File: src/rtl/decoder3to8_scan.sv
// 3-to-8 one-hot decoder with 7-segment output, hold register and optional auto-scan.
// Auto-scan (SCAN state and prescaler) is built only when the DEC_SCAN_EN macro is defined.
module decoder3to8_scan #(
    parameter int TICK_DIV = 4
) (
    input  logic       clk,
    input  logic       rst,
    input  logic [3:0] code,
    input  logic       load,
    input  logic       scan,
    output logic [7:0] led,
    output logic [6:0] hex,
    output logic       busy
);

`ifdef DEC_SCAN_EN
    typedef enum logic [1:0] {
        ST_IDLE = 2'd0,
        ST_HOLD = 2'd1,
        ST_SCAN = 2'd2
    } state_t;

    localparam int PW = (TICK_DIV > 1) ? $clog2(TICK_DIV) : 1;
    localparam logic [PW-1:0] PRESC_LAST = PW'(TICK_DIV - 1);
`else
    typedef enum logic [1:0] {
        ST_IDLE = 2'd0,
        ST_HOLD = 2'd1
    } state_t;
`endif

    // Active-low segment pattern for one digit; anything off-table blanks the display.
    function automatic logic [6:0] digit(input logic [2:0] d);
        logic [6:0] seg;
        case (d)
            3'd0:    seg = 7'b1000000;
            3'd1:    seg = 7'b1111001;
            3'd2:    seg = 7'b0100100;
            3'd3:    seg = 7'b0110000;
            3'd4:    seg = 7'b0011001;
            3'd5:    seg = 7'b0010010;
            3'd6:    seg = 7'b0000010;
            3'd7:    seg = 7'b1111000;
            default: seg = 7'b1111111;
        endcase
        return seg;
    endfunction

    state_t     state_r;
    state_t     state_nxt_s;
    logic [2:0] idx_r;
    logic [2:0] idx_nxt_s;
    logic [7:0] led_nxt_s;
    logic [6:0] hex_nxt_s;
    logic       busy_nxt_s;

`ifdef DEC_SCAN_EN
    logic [PW-1:0] presc_r;
    logic [PW-1:0] presc_nxt_s;
`else
    logic scan_unused_s;
    assign scan_unused_s = scan;
`endif

    // State, index and prescaler register
    always_ff @(posedge clk or posedge rst) begin
        if (rst) begin
            state_r <= ST_IDLE;
            idx_r   <= 3'd0;
`ifdef DEC_SCAN_EN
            presc_r <= '0;
`endif
        end else begin
            state_r <= state_nxt_s;
            idx_r   <= idx_nxt_s;
`ifdef DEC_SCAN_EN
            presc_r <= presc_nxt_s;
`endif
        end
    end

    // Next-state logic: load always wins over scan
    always_comb begin
        state_nxt_s = state_r;
        idx_nxt_s   = idx_r;
`ifdef DEC_SCAN_EN
        presc_nxt_s = presc_r;
`endif
        if (load) begin
`ifdef DEC_SCAN_EN
            presc_nxt_s = '0;
`endif
            if (code[0]) begin
                state_nxt_s = ST_HOLD;
                idx_nxt_s   = code[3:1];
            end else begin
                state_nxt_s = ST_IDLE;
            end
        end else begin
            case (state_r)
                ST_IDLE: begin
                    state_nxt_s = ST_IDLE;
                end
                ST_HOLD: begin
`ifdef DEC_SCAN_EN
                    if (scan) begin
                        state_nxt_s = ST_SCAN;
                        presc_nxt_s = '0;
                    end else begin
                        state_nxt_s = ST_HOLD;
                    end
`else
                    state_nxt_s = ST_HOLD;
`endif
                end
`ifdef DEC_SCAN_EN
                ST_SCAN: begin
                    if (scan) begin
                        state_nxt_s = ST_SCAN;
                        if (presc_r == PRESC_LAST) begin
                            idx_nxt_s   = idx_r + 3'd1;
                            presc_nxt_s = '0;
                        end else begin
                            presc_nxt_s = presc_r + {{(PW-1){1'b0}}, 1'b1};
                        end
                    end else begin
                        // Leaving the scan freezes the current index; partial tick is dropped
                        state_nxt_s = ST_HOLD;
                        presc_nxt_s = '0;
                    end
                end
`endif
                default: begin
                    state_nxt_s = ST_IDLE;
                end
            endcase
        end
    end

    // Output decode from the next state so outputs land on the accepting edge
    always_comb begin
        led_nxt_s  = 8'h00;
        hex_nxt_s  = 7'b1111111;
        busy_nxt_s = 1'b0;
        case (state_nxt_s)
            ST_IDLE: begin
                led_nxt_s  = 8'h00;
                hex_nxt_s  = 7'b1111111;
                busy_nxt_s = 1'b0;
            end
            ST_HOLD: begin
                led_nxt_s  = 8'h01 << idx_nxt_s;
                hex_nxt_s  = digit(idx_nxt_s);
                busy_nxt_s = 1'b0;
            end
`ifdef DEC_SCAN_EN
            ST_SCAN: begin
                led_nxt_s  = 8'h01 << idx_nxt_s;
                hex_nxt_s  = digit(idx_nxt_s);
                busy_nxt_s = 1'b1;
            end
`endif
            default: begin
                led_nxt_s  = 8'h00;
                hex_nxt_s  = 7'b1111111;
                busy_nxt_s = 1'b0;
            end
        endcase
    end

    // Registered outputs
    always_ff @(posedge clk or posedge rst) begin
        if (rst) begin
            led  <= 8'h00;
            hex  <= 7'b1111111;
            busy <= 1'b0;
        end else begin
            led  <= led_nxt_s;
            hex  <= hex_nxt_s;
            busy <= busy_nxt_s;
        end
    end

endmodule

File: config.mk
export PLATFORM = sky130hd
export DESIGN_NAME = decoder3to8_scan
export DESIGN_NICKNAME = d
export VERILOG_FILES = /design/src/rtl/decoder3to8_scan.sv
export SDC_FILE = /design/constraint.sdc
export NUM_CORES = 1
export LEC_CHECK = 0
export ABC_AREA = 0
export CORE_AREA = 5 5 48 50
export CTS_CLUSTER_SIZE = 14
export DETAILED_ROUTE_END_ITERATION = 7
export DIE_AREA = 0 0 53 55
export PLACE_DENSITY = 0.86
export SLEW_MARGIN = 10
export SYNTH_ARGS = -nofsm -noshare
export SYNTH_HDL_FRONTEND = slang
export SYNTH_SLANG_ARGS = --single-unit
File: constraint.sdc
create_clock -name clk -period 2.04 [get_ports clk]
set_input_delay 0.408 -clock clk [delete_from_list [all_inputs] [get_ports clk]]
set_output_delay 0.408 -clock clk [all_outputs]
set_load 0.01 [all_outputs]
Yosys cells after proc, flatten, opt, wreduce, memory -nomap -nowiden
Memory sizes are Yosys's and may differ from the RTL's. Index checks and enable logic that the tools add are counted.

Flip-flop bits (word level): 20. ROM bits: 56. Input bits: 8. Word-level logic and storage cells: 15. Memories: 1.

Memories: (name not given) (depth 8, bits a word 7, read ports 1, clocked after memory_dff 0, write ports 0, RTL line 35) `case (d)`.

Equal/unequal tests: 2. Shift operators: 1. Muxes and demuxes: 7.

Operator list (count): 2-to-1 mux 8 bit (1); << shifter 1 x 3 -> 8 bit, first input constant (1); 2-to-1 mux 7 bit (1); 2-to-1 mux 3 bit (2); equality test 2 x 1 -> 1 bit, second input constant (2); 2-to-1 mux 1 bit (2); 2-to-1 mux 2 bit (1).

Longest topological paths before layout
Depth after elaboration: 5. Mapped depth: 6. Gate-level depth less buffers: 6.

Worst setup path after synthesis
Ideal clock, no wire load.

Path kind: input to register. Start: input port code[0]. End: register hex[4]. Data arrival time: 1.412 ns. Data required time: 1.955 ns. Setup slack: 0.544 ns. Stages on the path: 5. Path buffers: 0. Path through: nand2_2 mux2i_1 inv_1 ha_1 o221ai_1.

Longest elaborated chain between the ends: 4. Elaborated cells on any way between the ends: 7. Classes of those cells: eq/ne (1); mux (5); memory (1).

RTL lines: start: declaration (RTL line 8) `input logic [3:0] code,`; 2-to-1 mux 3 bit (RTL line 93) `if (code[0]) begin`; 2-to-1 mux 3 bit (RTL line 89) `if (load) begin`; net idx_nxt_s[1] (RTL line 52) `logic [2:0] idx_nxt_s;`; memory (8 x 7 bit); 2-to-1 mux 7 bit (RTL line 145) `case (state_nxt_s)`; net hex_nxt_s[4] (RTL line 54) `logic [6:0] hex_nxt_s;`; end signal: assignment (RTL line 179) `hex <= hex_nxt_s;`; end: declaration (RTL line 12) `output logic [6:0] hex,`.

The timed path passes the listed nets, and every way through them passes these cells.

Final worst setup path
Start: input port code[0]. End: register hex[3].

Longest elaborated chain between the ends: 4. Elaborated cells on any way between the ends: 7. Classes of those cells: eq/ne (1); mux (5); memory (1).

RTL lines (RTL line): 2-to-1 mux 3 bit / 2-to-1 mux 1 bit (equally long branches) (93); 2-to-1 mux 3 bit / 2-to-1 mux 2 bit (equally long branches) (89); memory (8 x 7 bit) / equality test 2 x 1 -> 1 bit (equally long branches); 2-to-1 mux 7 bit * (145); net hex_nxt_s[3] (54).

Mark *: on every way through the listed nets, which the timed path passes. The rest lies on a longest branch.

==> results.toml <==
[run_status]
status = "finished clean"

[sta]
fin_tns_setup_ns = 0
finalWorstSetupSlack_ns = 0.266
post-route-min-period_ns = 1.77
timing.fmax_mhz = 564
finalSetupViolCount = 0
final.setup_skew_ns = 0.00357
holdWs_ns = 0.509
final_max_slew_viol_count = 0
fin_crit_sh_pct = 87.0
rsz0062_at_grt = "no"
worst_pin_slew_ns = 0.676
max-slew-margin-rel_pct = 54.9
hold_viol = 0

[power]
p_sw_share_pct = 27.8
vdd_drop_max_mv = 0.399
cellPowerDensity_nw_per_um2 = 755
combPwrFrac_pct = 26.5
power.leakage_nw = 0.539
finalPower_mw = 0.861
switchingPower_mw = 0.239
clockPowerShare_pct = 21.1
p_seq_share_pct = 52.4
p_int_mw = 0.621

[cts]
cts_max_path_buffers = 2
cts_resized = 0
cts_tree = "yes"
clkTransAtPathRegs_ns = 0.10
clk_latency_ns = 0.29
cts-hold-fix-buffers = 0
numCtsBuffers = 3
cts_setup_buffers = 0
cts_sinks = 19
ctsHtreeMaxLevel = 1
cts-root-buf = "clkbuf_4"

[drt]
via_count = 616
drtAntennaViolNets = 0
viasPerCell = 4.81
drt-wirelength-per-cell_um = 13.0
routed_wl_mm = 1.66
drt_iter0_markers = 10
drt_pass1_iterations = 4
post-route-drc-count = 0

[synth]
synth.top_cell.area_share_pct = 35.8
synthTopCellsByArea = "dfrtp_1 36%, dfstp_2 22%, ha_1 9.0%"
synthFlopType = "dfrtp_1"
ys_warn_count = 0
syn-num-nets = 86
synthArstFlopShare_pct = 100
synth_most_common_cell = "dfrtp_1"
synthesis.area_um2 = 838
synth_cells = 72
synth_commonest_cells = "12 x dfrtp_1, 7 x and2_1, 7 x dfstp_2, 7 x nor2_1, 6 x ha_1"
synth_edf_count = 0
yosys_register_bits = 19
yosysTopAreaCell = "dfrtp_1"
ys_types = 26
ys_seq_area_share_pct = 57.8
syn_avg_cell_area_um2 = 11.6

[min_path]
holdCritPathClass = "in2async"

[setup_path]
cp_top_family = "buffers and inverters"
end_kind = "flip-flop"
cpPeakStageDelay_ns = 0.50
cp_max_fo = 5
cp_slowest_cell = "clkdlybuf4s50_1"
path_cells = "clkdlybuf4s50_1, nand2_2, mux2i_1, buf_4, ha_1, a2111oi_1, a31oi_1"
arrival_ns = 1.98
criticalPathCategory = "in2reg"
crit_required_ns = 2.25
worst-path-buf-inv = 2
start_kind = "input pin"

[final_layout]
drive_above_1_share_pct = 19.8
area_growth_pct = 36.0
final_area_um2 = 1140
n_antenna_cell = 0
fin_nets = 116

[global_route]
grtUsageTotal_pct = 12.9
met3_usage_pct = 1.61
busiest_layer = "met2"
antenna_found_initial = 0
grt-ovfl-total = 0
grt_pass1_wl_mm = 2.69
grt_pass1_vias = 638
grt_use_met2_pct = 24.6
grt_max_degree = 20
met1_usage_pct = 13.7

[placed_design]
dpl-instance-area_um2 = 1110
place.gp.congestion = 0.922
hpwl_mm = 1.27
numPortBuffers = 21
dp_worst_setup_slack_ns = 0.0100

[die]
core-area_um2 = 1860
dieArea_um2 = 2920
die_y_um = 55
chipWidth_um = 53
initial_utilization_pct = 45.0
ios = 24
rows = 16

[job]
maxCapViolCount = 0
[final timing paths]
kind                       cells after the start       end  slack [ns]      from
max                                            7    hex[3]        0.27   code[0]
min                                            2    led[1]        0.51       rst
max reg2reg                                    5    hex[3]        0.69  idx_r[1]
min reg2reg                                    3    hex[6]        0.55  idx_r[1]
max in group asynchronous                      2  idx_r[1]        1.10       rst
min in group clk                               3    hex[6]        0.55  idx_r[1]
[stage by stage]
step                utilization (%)  instances
floorplan                         -         72
global placement               59.7        124
detailed placement             59.7        124
CTS                            61.2        128
global route                   61.2        128
finish                         61.2        128
[power by group through the flow]
stage / Sequential, mW / Clock (mW) / Combinational [mW]
3_3_place_gp: 0.455 / 0 / 0.222
3_5_place_dp: 0.458 / 0 / 0.228
4_1_cts: 0.450 / 0.187 / 0.230
5_1_grt: 0.455 / 0.201 / 0.250
2_1_floorplan: 0.474 / 0 / 0.0948
6_report: 0.451 / 0.182 / 0.228
[metal layers]
metal  vias up  routed length (um)
met2        25                 834
met1       288                 671
met5         -                   0
met3         7                 108
met4         0                  43
li1        296                   -
[cell type report]
| type | instances | area (um^2) |
|---|---|---|
| multi-input cells | 46 | 324 |
| inverters | 6 | 22.5 |
| clock buffers | 3 | 22.5 |
| well taps | 27 | 33.8 |
| fillers | 161 | 722 |
| clock inverters | 1 | 5.00 |
| repair buffers | 26 | 248 |
| flip-flops and latches | 19 | 484 |
[cells in the final DEF, fill, tap and decap left out, drive strengths merged, types with 3 or more instances in the layout]
| cell | n |
|---|---|
| buf | 5 |
| o21ai | 3 |
| clkdlybuf4s50 | 21 |
| mux2i | 3 |
| dfstp | 7 |
| nand2 | 5 |
| and2 | 7 |
| clkbuf | 3 |
| and3 | 3 |
| inv | 6 |
| nor2 | 7 |
| dfrtp | 12 |
| ha | 6 |
[sequential cells by signal (all words and copies together), names as in the netlist]
register and flops:
hex 7, state_r 1, led 8, idx_r 3
[worst reg2reg max path, stage by stage, from the launching register on]
cell and delay [ns]:
dfrtp_1 0.36, mux2i_1 0.11, buf_4 0.17, ha_1 0.18, a2111oi_1 0.37, a31oi_1 0.09
[logic make-up (layout without fill, tap and decap cells)]
group	Yosys count	in the layout	synth area share [%]
mux	3	3	3.58
buf+inv	7	36	3.58
simple gates	25	25	15.2
compound gates	11	11	10.4
other cells	1	1	0.447
fa+ha+maj	6	6	8.95
flops	19	19	57.8
(Power assumes the default switching activity.)
